**src/rtl/ov7670_capture_pkg.sv**
```systemverilog
// Shared types and helpers for the OV7670 capture stage: FSM states, the
// RGB444 pixel word and the RGB565 -> RGB444 reduction.
package cam_pkg;

  typedef enum logic [1:0] {
    IDLE,
    SYNC,
    CAPTURE
  } cap_state_t;

  typedef struct packed {
    logic [3:0] r;
    logic [3:0] g;
    logic [3:0] b;
  } rgb444_t;

  // b0 = {R5,G6[5:3]}, b1 = {G6[2:0],B5}; keep the top 4 bits of each channel.
  function automatic rgb444_t rgb565_to_444(input logic [7:0] b0, input logic [7:0] b1);
    rgb444_t p;
    p.r = b0[7:4];
    p.g = {b0[2:0], b1[7]};
    p.b = b1[4:1];
    return p;
  endfunction

  // Counter width for a modulo-n counter; never less than one bit.
  function automatic int idx_width(input int n);
    return (n > 1) ? $clog2(n) : 1;
  endfunction

endpackage

```
**src/rtl/ov7670_capture_if.sv**
```systemverilog
// Camera DVP inputs plus the frame-buffer write port of the capture stage.
// master = capture stage, slave = camera/buffer side.
interface ov7670_capture_if #(
  parameter int ADDR_W = 17
);
  logic              vref;
  logic              href;
  logic [7:0]        d;
  logic              we;
  logic [ADDR_W-1:0] addr;
  logic [11:0]       data;

  modport master (input vref, href, d, output we, addr, data);
  modport slave  (output vref, href, d, input we, addr, data);
endinterface

```
**src/rtl/ov7670_capture.sv**
```systemverilog
// OV7670 capture: registers the DVP bus, pairs RGB565 bytes into RGB444 pixels,
// decimates in X/Y and writes kept pixels to the frame buffer (byte1 -> we: 2 edges).
module ov7670_capture
  import cam_pkg::*;
#(
  parameter int SRC_W  = 640,
  parameter int SRC_H  = 480,
  parameter int DEC_X  = 4,
  parameter int DEC_Y  = 4,
  parameter int ADDR_W = 17,
  parameter int DEPTH  = (SRC_W / DEC_X) * (SRC_H / DEC_Y)
) (
  input  logic             clk,
  input  logic             reset,
  input  logic             capture_en,
  ov7670_capture_if.master bus,
  output logic             busy,
  output logic             frame_done,
  output logic             frame_err
);

  localparam int CW  = $clog2(SRC_W + 1);
  localparam int CXW = idx_width(DEC_X);
  localparam int CYW = idx_width(DEC_Y);

  localparam logic [CW-1:0]     COL_END  = CW'(SRC_W);
  localparam logic [CXW-1:0]    CX_LAST  = CXW'(DEC_X - 1);
  localparam logic [CYW-1:0]    CY_LAST  = CYW'(DEC_Y - 1);
  localparam logic [ADDR_W-1:0] ADDR_END = ADDR_W'(DEPTH);

  cap_state_t state, state_nxt;

  logic              vref_q, vref_p, href_q, href_p;
  logic [7:0]        d_q;
  logic              vref_rise, vref_fall, href_fall;
  logic              start, finish;

  logic              phase;
  logic              line_any;
  logic              err;
  logic [7:0]        b0;
  logic [CW-1:0]     col;
  logic [CXW-1:0]    col_mod;
  logic [CYW-1:0]    row_mod;
  logic [ADDR_W-1:0] waddr;

  logic              pix_vld;
  rgb444_t           pix_dat;

  logic              we_r;
  logic [ADDR_W-1:0] addr_r;
  rgb444_t           data_r;

  assign bus.we   = we_r;
  assign bus.addr = addr_r;
  assign bus.data = data_r;
  assign busy     = (state == CAPTURE);

  always_ff @(posedge clk) begin
    if (reset) begin
      state <= IDLE;
    end else begin
      state <= state_nxt;
    end
  end

  always_comb begin
    state_nxt = state;
    start     = 1'b0;
    finish    = 1'b0;
    vref_rise = vref_q & ~vref_p;
    vref_fall = ~vref_q & vref_p;
    href_fall = ~href_q & href_p;
    case (state)
      IDLE: begin
        if (capture_en) state_nxt = SYNC;
      end
      SYNC: begin
        if (!capture_en) begin
          state_nxt = IDLE;
        end else if (vref_fall) begin
          state_nxt = CAPTURE;
          start     = 1'b1;
        end
      end
      CAPTURE: begin
        // capture_en only matters here once the frame has ended
        if (vref_rise) begin
          finish    = 1'b1;
          state_nxt = capture_en ? SYNC : IDLE;
        end
      end
      default: state_nxt = IDLE;
    endcase
  end

  always_ff @(posedge clk) begin
    if (reset) begin
      vref_q     <= 1'b1;
      vref_p     <= 1'b1;
      href_q     <= 1'b0;
      href_p     <= 1'b0;
      d_q        <= '0;
      phase      <= 1'b0;
      line_any   <= 1'b0;
      err        <= 1'b0;
      b0         <= '0;
      col        <= '0;
      col_mod    <= '0;
      row_mod    <= '0;
      waddr      <= '0;
      pix_vld    <= 1'b0;
      pix_dat    <= '0;
      we_r       <= 1'b0;
      addr_r     <= '0;
      data_r     <= '0;
      frame_done <= 1'b0;
      frame_err  <= 1'b0;
    end else begin
      vref_q     <= bus.vref;
      vref_p     <= vref_q;
      href_q     <= bus.href;
      href_p     <= href_q;
      d_q        <= bus.d;
      we_r       <= 1'b0;
      frame_done <= 1'b0;
      pix_vld    <= 1'b0;

      if (start) begin
        phase    <= 1'b0;
        line_any <= 1'b0;
        err      <= 1'b0;
        col      <= '0;
        col_mod  <= '0;
        row_mod  <= '0;
        waddr    <= '0;
      end else if (finish) begin
        // end of frame takes priority over any byte or staged pixel this cycle
        frame_done <= 1'b1;
        frame_err  <= err | (waddr != ADDR_END);
      end else if (state == CAPTURE) begin
        if (pix_vld) begin
          if (waddr < ADDR_END) begin
            we_r   <= 1'b1;
            addr_r <= waddr;
            data_r <= pix_dat;
            waddr  <= waddr + 1'b1;
          end else begin
            err <= 1'b1;
          end
        end

        if (href_q) begin
          line_any <= 1'b1;
          if (col == COL_END) begin
            err <= 1'b1;
          end else if (!phase) begin
            b0    <= d_q;
            phase <= 1'b1;
          end else begin
            phase   <= 1'b0;
            col     <= col + 1'b1;
            col_mod <= (col_mod == CX_LAST) ? '0 : col_mod + 1'b1;
            pix_vld <= (col_mod == '0) && (row_mod == '0);
            pix_dat <= rgb565_to_444(b0, d_q);
          end
        end else if (href_fall) begin
          col      <= '0;
          col_mod  <= '0;
          phase    <= 1'b0;
          line_any <= 1'b0;
          if (line_any) row_mod <= (row_mod == CY_LAST) ? '0 : row_mod + 1'b1;
          if (phase) err <= 1'b1;
        end
      end
    end
  end

endmodule

```
**src/flat_wrapper.sv**
```systemverilog
// flat-port wrapper written by rule: the top's interface ports become plain ports
module ov7670_capture_flat import cam_pkg::*;
#(
  parameter int SRC_W  = 640,
  parameter int SRC_H  = 480,
  parameter int DEC_X  = 4,
  parameter int DEC_Y  = 4,
  parameter int ADDR_W = 17,
  parameter int DEPTH  = (SRC_W / DEC_X) * (SRC_H / DEC_Y)
)
  (clk, reset, capture_en, busy, frame_done, frame_err, bus_vref, bus_href, bus_d, bus_we, bus_addr, bus_data);
  ov7670_capture_if #(.ADDR_W(ADDR_W)) bus_i ();
  input  logic clk;
  input  logic reset;
  input  logic capture_en;
  output logic busy;
  output logic frame_done;
  output logic frame_err;
  input wire logic [$bits(bus_i.vref)-1:0] bus_vref;
  input wire logic [$bits(bus_i.href)-1:0] bus_href;
  input wire logic [$bits(bus_i.d)-1:0] bus_d;
  output wire logic [$bits(bus_i.we)-1:0] bus_we;
  output wire logic [$bits(bus_i.addr)-1:0] bus_addr;
  output wire logic [$bits(bus_i.data)-1:0] bus_data;
  assign bus_i.vref = bus_vref;
  assign bus_i.href = bus_href;
  assign bus_i.d = bus_d;
  assign bus_we = bus_i.we;
  assign bus_addr = bus_i.addr;
  assign bus_data = bus_i.data;
  ov7670_capture #(.SRC_W(SRC_W), .SRC_H(SRC_H), .DEC_X(DEC_X), .DEC_Y(DEC_Y), .ADDR_W(ADDR_W), .DEPTH(DEPTH)) u_core (.clk(clk), .reset(reset), .capture_en(capture_en), .bus(bus_i), .busy(busy), .frame_done(frame_done), .frame_err(frame_err));
endmodule
```
**config.mk**
```make
export PLATFORM = sky130hd
export DESIGN_NAME = ov7670_capture_flat
export DESIGN_NICKNAME = d
export VERILOG_FILES = /design/src/rtl/ov7670_capture_pkg.sv /design/src/rtl/ov7670_capture_if.sv /design/src/rtl/ov7670_capture.sv /design/src/flat_wrapper.sv
export SDC_FILE = /design/constraint.sdc
export NUM_CORES = 1
export LEC_CHECK = 0
export BUFFER_PORTS_ARGS = -buffer_cell sky130_fd_sc_hd__buf_2
export CORE_MARGIN = 2
export CORE_UTILIZATION = 30
export DETAILED_ROUTE_END_ITERATION = 16
export MAX_ROUTING_LAYER = met4
export PLACE_DENSITY = 0.55
export SYNTH_ARGS = -nofsm -noshare
export SYNTH_HDL_FRONTEND = slang
export SYNTH_SLANG_ARGS = --single-unit
```
**constraint.sdc**
```tcl
create_clock -name clk -period 4.8 [get_ports clk]
set_input_delay 0.24 -clock clk [delete_from_list [all_inputs] [get_ports clk]]
set_output_delay 0.24 -clock clk [all_outputs]
set_load 0.01 [all_outputs]
```
; ---- After elaboration in Yosys (flattened, before gate mapping)
; Cells that the tools add are included.
[totals]
reg_bits = 101
[classes]
addsub = 4
order_cmp = 1
eq_ne = 11
mux = 34
n_bitwise = 13
reduce_logical = 19
[op_table]
columns = cell, count
row1 = $mux 10, 4
row2 = $mux 2, 10
row3 = $mux 1, 19
row4 = $add 17x1->17 const B, 1
row5 = $lt 17x15->1 const B, 1
row6 = $ne 17x15->1 const B, 1
row7 = $reduce_and 5->1, 3
row8 = $reduce_and 6->1, 2
row9 = $add 10x1->10 const B, 1
row10 = $eq 10x10->1 const B, 1
row11 = $not 1->1, 9
row12 = $reduce_and 4->1, 2
row13 = $reduce_or 7->1, 1
row14 = $eq 2x2->1 const B, 3
row15 = $logic_not 2->1, 3
row16 = $ne 2x2->1 const B, 3
row17 = $pmux 2 s3, 1
row18 = $reduce_and 3->1, 2
row19 = $reduce_or 5->1, 1
row20 = $add 2x1->2 const B, 2
row21 = $reduce_and 2->1, 2
row22 = $and 1x1->1, 3
row23 = $ne 3x2->1 const B, 1
row24 = $eq 2x1->1 const B, 1
row25 = other kinds (5), 5

; ---- Logic depth before layout (Yosys ltp)
; Gate-level depths: netlist of the first run.
[logic_depth]
depth_word = 7
ltp_mapped = 7
mapped_depth_nobuf = 6

; ---- Worst setup path after synthesis of the first run
; Ideal clock, no wire load.
[synth_path]
kind = register to register
startpoint = register u_core.col[5]
endpoint = register u_core.pix_dat[3] in the netlist's numbering
setup_time_ns = 0.132
arrival_ns = 1.603
required_ns = 4.668
slack_ns = 3.065
stages_incl_launch_ff = 6
path_buffers = 1
synth_period_minus_slack_ns = 1.735
path_cell_list = dfxtp_1 > or4b_4 > o31a_1 > clkbuf_1 > nand3_1 > a21oi_1
[synth_between]
elab_chain_len = 3
[synth_rtl]
columns = item, line_no
row1 = start: declaration, ov7670_capture.sv:42  ; logic [CW-1:0] col;
row2 = start signal: assignment, ov7670_capture.sv:162  ; col <= col + 1'b1;
row3 = $eq 10x10->1, ov7670_capture.sv:155  ; if (col == COL_END) begin
row4 = $not 1->1 (no source line), -
row5 = $reduce_and 6->1 (no source line), -
row6 = end signal: assignment, ov7670_capture.sv:165  ; pix_dat <= rgb565_to_444(b0, d_q);
row7 = end: declaration, ov7670_capture.sv:48  ; rgb444_t pix_dat;
; No other way between the ends.
; A chain may end at the register's enable or synchronous reset.

; ---- Worst setup path after layout of the first run
[layout_path]
startpoint = register u_core.state[0]
endpoint = register u_core.waddr[13]
[layout_between]
elab_chain_len = 4
[layout_rtl]
columns = item, line_no
row1 = start: declaration, ov7670_capture.sv:31  ; cap_state_t state, state_nxt;
row2 = start signal: assignment, ov7670_capture.sv:63  ; state <= state_nxt;
row3 = $eq 2x2->1, "ov7670_capture.sv:74, ov7670_capture.sv:141"
row4 = $mux 1, ov7670_capture.sv:74  ; case (state)
row5 = $not 1->1 (no source line), -
row6 = $reduce_and 4->1 (no source line), -
row7 = end signal: assignment, ov7670_capture.sv:147  ; waddr <= waddr + 1'b1;
row8 = end: declaration, ov7670_capture.sv:45  ; logic [ADDR_W-1:0] waddr;
; Parallel ways exist; a longest one is shown, timed or not.

==> flow_metrics.tcl, run 1 <==
set metrics [dict create \
    postCtsSetupBuffers 0 \
    hold_class "input port to register" \
    pwr-share-seq 0.532 \
    first_iter_violations 236 \
    ys_seq_area_frac 0.4630 \
    hold_ws_ns 0.09131 \
    switchingPower_mw 0.3681 \
    placementRows 43 \
    clk_pin_slew_ns 0.07 \
    clockPowerShare 0.442 \
    rsz0062_at_grt "no" \
    wl_per_cell_um 14.02 \
    clk_latency_ns 0.35 \
    mostFrequentLayoutCell "dfxtp_1" \
    finClkSkew_ns 0.01045 \
    gp_congestion 0.7829 \
    holdBufCountCts 0 \
    cts_resized 0 \
    path_class "register to register" \
    cts_buffer_depth 2 \
    synth_fp_nets 515 \
    slew_violations 0 \
    portBuffers 45 \
    antennaDiodeCount 0 \
    cts_htree_levels 3 \
    synthMuxAreaShare 0.05353 \
    grt_max_degree 62 \
    synth-compound-area-share 0.1635 \
    grtUsageTotal 0.1391 \
    synth_top_family_by_area "simple AND/OR/NAND/NOR gates" \
    synth_xor_area_frac 0 \
    cp_data_arrival_time_ns 2.72 \
    power.leakage_nw 1.725 \
    min_period_ns 2.482 \
    power.density_mw_per_mm2 320.3 \
    setup_violations 0 \
    area_delta_synth_final_pct 13.89 \
    hold_violations 0 \
    critPathLaunchType "register" \
    tightest_slew_ns 1.307 \
    synth_area_sq_mm 0.004324 \
    setup_tns_ns 0 \
    avgSynthCellArea_sq_um 8.753 \
    cts_made_buffers 9 \
    synth_edf_count 0 \
    ir_drop_uv 162.6 \
    final_cell_mix "100 x dfxtp_1, 61 x nand3_1, 55 x a21oi_1, 45 x buf_2, 37 x o21ai_0" \
    drt_wl_total_um 9831 \
    cap_viol_max_count 0 \
    fmax_ghz 0.4030 \
    required_ns 5.04 \
    ys_ff_latch 100 \
    drc 0 \
    ant_nets 0 \
    yosys.area.top_type "dfxtp_1" \
    clkSinkCount 100 \
    design_area_sq_mm 0.004925 \
    ys_warn_count 0 \
    synth_fa_ha_area_frac 0.02315 \
    synth.distinct_cells 49 \
    critPathCaptureType "register" \
    internal_power_mw 1.209 \
    die-width_um 124.1 \
    drtPass1Iterations 4 \
    viasPerCell 5.173 \
    p_comb_frac 0.025 \
    synth.top_cell.area_share 0.4630 \
    post-dp-hpwl_um 6513 \
    grt_pass1_vias 3317 \
    synth_area_leaders "dfxtp_1 46%, nand3_1 7.1%, a21oi_1 6.5%, mux2i_1 5.1%, o21ai_0 4.3%" \
    crit_fanout 46 \
    switching_share 0.2334 \
    syn_inst 494 \
    drive_above_1_share 0.1420 \
    initial_core_util 0.3091 \
    outcome "finished clean" \
    relSlewSlack 0.1284 \
    cts_tree "yes" \
    num_vias 3626 \
    ys.flop_type "dfxtp_1" \
    io_pins 46 \
    core_area_sq_mm 0.01399 \
    layout.nets 537 \
    grt_overflow_total 0 \
    root_buffer "clkbuf_16" \
    synthArstFlopShare 0 \
    period_share 0.5170 \
    yosys.area_share.simple 0.2483 \
    antenna_found_initial 0 \
    grt_first_pass_wirelength_um 16410 \
    fp.dieArea_sq_mm 0.01539 \
    die_y_um 124.1 \
    dpl_cell_area_sq_mm 0.004639 \
]
## power groups by stage
stage | sequential [mW] | combinational, mW | clock, mW
3_3_place_gp | 0.859 | 0.0390 | 0
4_1_cts | 0.839 | 0.0405 | 0.721
2_1_floorplan | 0.857 | 0.0298 | 0
3_5_place_dp | 0.859 | 0.0404 | 0
6_report | 0.840 | 0.0398 | 0.698
5_1_grt | 0.840 | 0.0451 | 0.750
## worst max-delay path, cell delays in order (launching register included)
cell and delay (ns):
dfxtp_1 0.35, nand2b_1 0.19, inv_1 0.26, nand3_2 0.68, nor4_1 0.52, mux2_2 0.37
## routing by layer
layer,track usage,routed length [um],part of all wire
met4,0.04986,121,0.012
met5,-,0,0
met1,0.1763,4658,0.47
met2,0.2186,4647,0.47
met3,0.03022,404,0.041
## worst paths after layout
check,startpoint,end,slack [ns],depth (start not counted)
min,bus_vref,u_core.vref_q,0.09,2
max,u_core.state[0],u_core.waddr[13],2.32,5
min reg2reg,u_core.d_q[5],u_core.b0[5],0.46,2
max reg2reg,u_core.state[0],u_core.waddr[13],2.32,5
## cells in the mapped netlist, drive strengths merged, types with 3 or more instances
cell	n
nand3b	8
nand4	6
or3	3
clkbuf	25
o21ai	46
mux2i	22
o31ai	7
nand3	63
nor3b	4
a21oi	56
inv	15
ha	8
nand2	22
buf	11
nor4	10
nor2b	10
or4	7
nor2	12
and3	5
nor3	9
nand2b	21
dfxtp	100
## metrics by stage
| step | instances | util | worst slack (ns) | power [mW] |
|---|---|---|---|---|
| floorplan | 494 | - | 3.065 | 0.8865 |
| global placement | 685 | 0.3317 | 2.398 | 0.8976 |
| detailed placement | 685 | 0.3317 | 2.346 | 0.8993 |
| CTS | 701 | 0.3521 | 2.346 | 1.601 |
| global route | 701 | 0.3521 | 2.140 | 1.636 |
| finish | 701 | 0.3521 | 2.318 | 1.577 |
## sequential cells by signal, indices dropped and copies added (netlist names)
| signal | cells |
|---|---|
| u_core.row_mod | 2 |
| u_core.line_any | 1 |
| u_core.pix_vld | 1 |
| u_core.frame_err | 1 |
| u_core.pix_dat | 12 |
| u_core.d_q | 8 |
| u_core.waddr | 17 |
| u_core.err | 1 |
| u_core.href_p | 1 |
| u_core.col | 10 |
| u_core.bus.data | 12 |
| u_core.bus.we | 1 |
| u_core.bus.addr | 17 |
| u_core.phase | 1 |
| u_core.frame_done | 1 |
| u_core.vref_q | 1 |
| u_core.col_mod | 2 |
| u_core.href_q | 1 |
| u_core.state | 2 |
| u_core.vref_p | 1 |
| u_core.b0 | 7 |
## area by class of cell
cell class / count / area [sq um]
Tap cell: 180 / 225.2
Inverter: 15 / 56.30
Clock buffer: 9 / 225.2
Fill cell: 1495 / 9064
Multi-Input combinational cell: 343 / 2116
Timing Repair Buffer: 47 / 240.2
Clock inverter: 7 / 60.06
Sequential cell: 100 / 2002
## logic make-up after synthesis
logic type      Yosys count
flops                   100
buf+inv                  51
mux                      23
simple gates            188
fa+ha+maj                 8
compound gates          124
No activity file was read; power rests on OpenSTA's default activity.
==> run 2, diff against run 1 <==
- clock period: 4.8 -> 2.5 ns (I/O delays scaled with it)
==> run 2 against run 1 <==
Largest power group unchanged. Clock skew down 0.0020 ns. Sequential power up 92%. Combinational power up 140%. Largest cell class unchanged. Global-route usage up 0.35 points. Core utilization up 1.3 points. Power up 92%. Register-to-register slack worse by 1.8 ns. Highest routed layer unchanged.
==> flow_metrics.tcl, run 2 (same netlist as run 1, synthesis figures left out) <==
set metrics [dict create \
    outcome "finished clean" \
    hold_violations 0 \
    grt_pass1_vias 3442 \
    min_path_cells 2 \
    setup_violations 0 \
    crit_fanout 25 \
    fmax_ghz 0.5157 \
    tightest_slew_ns 0.6431 \
    layout.nets 559 \
    finalNonFillerCells 723 \
    antenna_found_initial 0 \
    regArea_sq_mm 0.002002 \
    grt_max_degree 40 \
    required_ns 2.78 \
    dp_cells 697 \
    ir_drop_uv 336.6 \
    clk_latency_ns 0.35 \
    clkSinkCount 100 \
    max_stage_delay_ns 0.49 \
    cp_top_family "simple AND/OR/NAND/NOR gates" \
    drc 0 \
    cap_viol_max_count 0 \
    antennaDiodeCount 0 \
    placementRows 43 \
    first_iter_violations 303 \
    power.leakage_nw 1.829 \
    fill_cells 1471 \
    viasPerCell 4.982 \
    worst_r2r_path_depth 6 \
    die-width_um 124.1 \
    multiInputGateArea_sq_mm 0.002116 \
    wl_per_cell_um 13.97 \
    cts_resized 0 \
    post-dp-hpwl_um 6960 \
    cts_htree_levels 3 \
    drive_above_1_share 0.1565 \
    hold_path_end "u_core.state[0]" \
    period_share 0.7757 \
    rsz0062_at_grt "no" \
    critPathLaunchType "register" \
    cts_made_buffers 9 \
    design_area_sq_mm 0.005110 \
    gp_congestion 0.8401 \
    drtPass1Iterations 4 \
    grtUsageTotal 0.1426 \
    finClkSkew_ns 0.008446 \
    fp.dieArea_sq_mm 0.01539 \
    clk_pin_slew_ns 0.07 \
    worstPathBufferInverterCount 2 \
    cts_tree "yes" \
    r2r_end "u_core.waddr[3]" \
    dpl_cell_area_sq_mm 0.004730 \
    r2r_start "u_core.state[0]" \
    grt_overflow_total 0 \
    critPathCaptureType "register" \
    hold_class "input port to register" \
    die_y_um 124.1 \
    cp_data_arrival_time_ns 2.22 \
    cts_buffer_depth 2 \
    relSlewSlack 0.5701 \
    power.density_mw_per_mm2 592.5 \
    grt_first_pass_wirelength_um 16800 \
    slowest_stage "or4_1" \
    min_period_ns 1.939 \
    r2r_slack_ns 0.56 \
    worstPathCellList "nand2b_1 -> inv_1 -> nand3_2 -> buf_4 -> or4_1 -> a21oi_1" \
    area_delta_synth_final_pct 18.17 \
    num_vias 3602 \
    mostFrequentLayoutCell "dfxtp_1" \
    drt_wl_total_um 10100 \
    setup_tns_ns 0 \
    path_class "register to register" \
    portBuffers 45 \
    initial_core_util 0.3091 \
    hp-start "capture_en" \
    core_area_sq_mm 0.01399 \
    final_cell_mix "100 x dfxtp_1, 61 x nand3_1, 55 x a21oi_1, 45 x buf_2, 37 x o21ai_0" \
    root_buffer "clkbuf_16" \
    io_pins 46 \
    ant_nets 0 \
    slew_violations 0 \
    fin_util 0.3653 \
]
-- run 2: cell count changes in the layout (fill, tap and decap cells not counted), sizes merged --
cell / before / now
buf: 47 / 59
clkbuf: 9 / 12
clkinv: 2 / 4
clkinvlp: 2 / 0
dlygate4sd3: 0 / 10
inv: 18 / 15
-- run 2: what timing repair did --
item	CTS	global route
hold endpoints to repair	10	0
buffers inserted	0	0
hold buffers	10	0
-- run 2: how the worst max path moves through the flow --
stage	from	end	slack [ns]	depth (start not counted)
floorplan	u_core.col[5]	u_core.pix_dat[3]	0.77	5
global placement	u_core.col[5]	u_core.b0[1]	0.61	4
detailed placement	u_core.state[0]	u_core.waddr[3]	0.59	6
CTS	u_core.state[0]	u_core.waddr[3]	0.56	6
global route	u_core.state[0]	u_core.waddr[11]	0.40	6
finish	u_core.state[0]	u_core.waddr[3]	0.56	6
-- run 2: routing by layer --
layer,vias to the layer above,wire (um),global-route usage,part of all wire
met5,-,0,-,0
met4,0,206,0.05267,0.020
met3,16,390,0.03342,0.039
met2,57,4652,0.2199,0.46
met1,1664,4850,0.1821,0.48
li1,1865,-,-,-
-- run 2: area by class of cell --
| type | instances | share of cell area |
|---|---|---|
| Clock inverter | 4 | 0.004652 |
| Multi-Input combinational cell | 343 | 0.4141 |
| Inverter | 15 | 0.01102 |
| Timing Repair Buffer | 69 | 0.08423 |
| Clock buffer | 12 | 0.05020 |
| Sequential cell | 100 | 0.3918 |
| Tap cell | 180 | 0.04407 |
-- run 2: worst reg2reg max path, stage by stage, from the launching register on --
cell and delay [ns]:
dfxtp_1 0.35, nand2b_1 0.19, inv_1 0.27, nand3_2 0.18
buf_4 0.24, or4_1 0.49, a21oi_1 0.14
-- run 2: stage by stage --
stage	worst slack [ns]	total power, mW	hold slack, ns
6_report	0.5607	3.028	0.06315
5_1_grt	0.4009	3.135	0.05756
4_1_cts	0.5617	3.070	0.04602
3_5_place_dp	0.5875	1.734	0.3133
3_3_place_gp	0.6129	1.731	0.3130
2_1_floorplan	0.7653	1.702	0.2288
-- run 2: power by group --
part / internal [mW] / switching [mW]
clock: 0.726 / 0.592
combinational: 0.0411 / 0.0544
sequential: 1.60 / 0.00964
total: 2.37 / 0.656
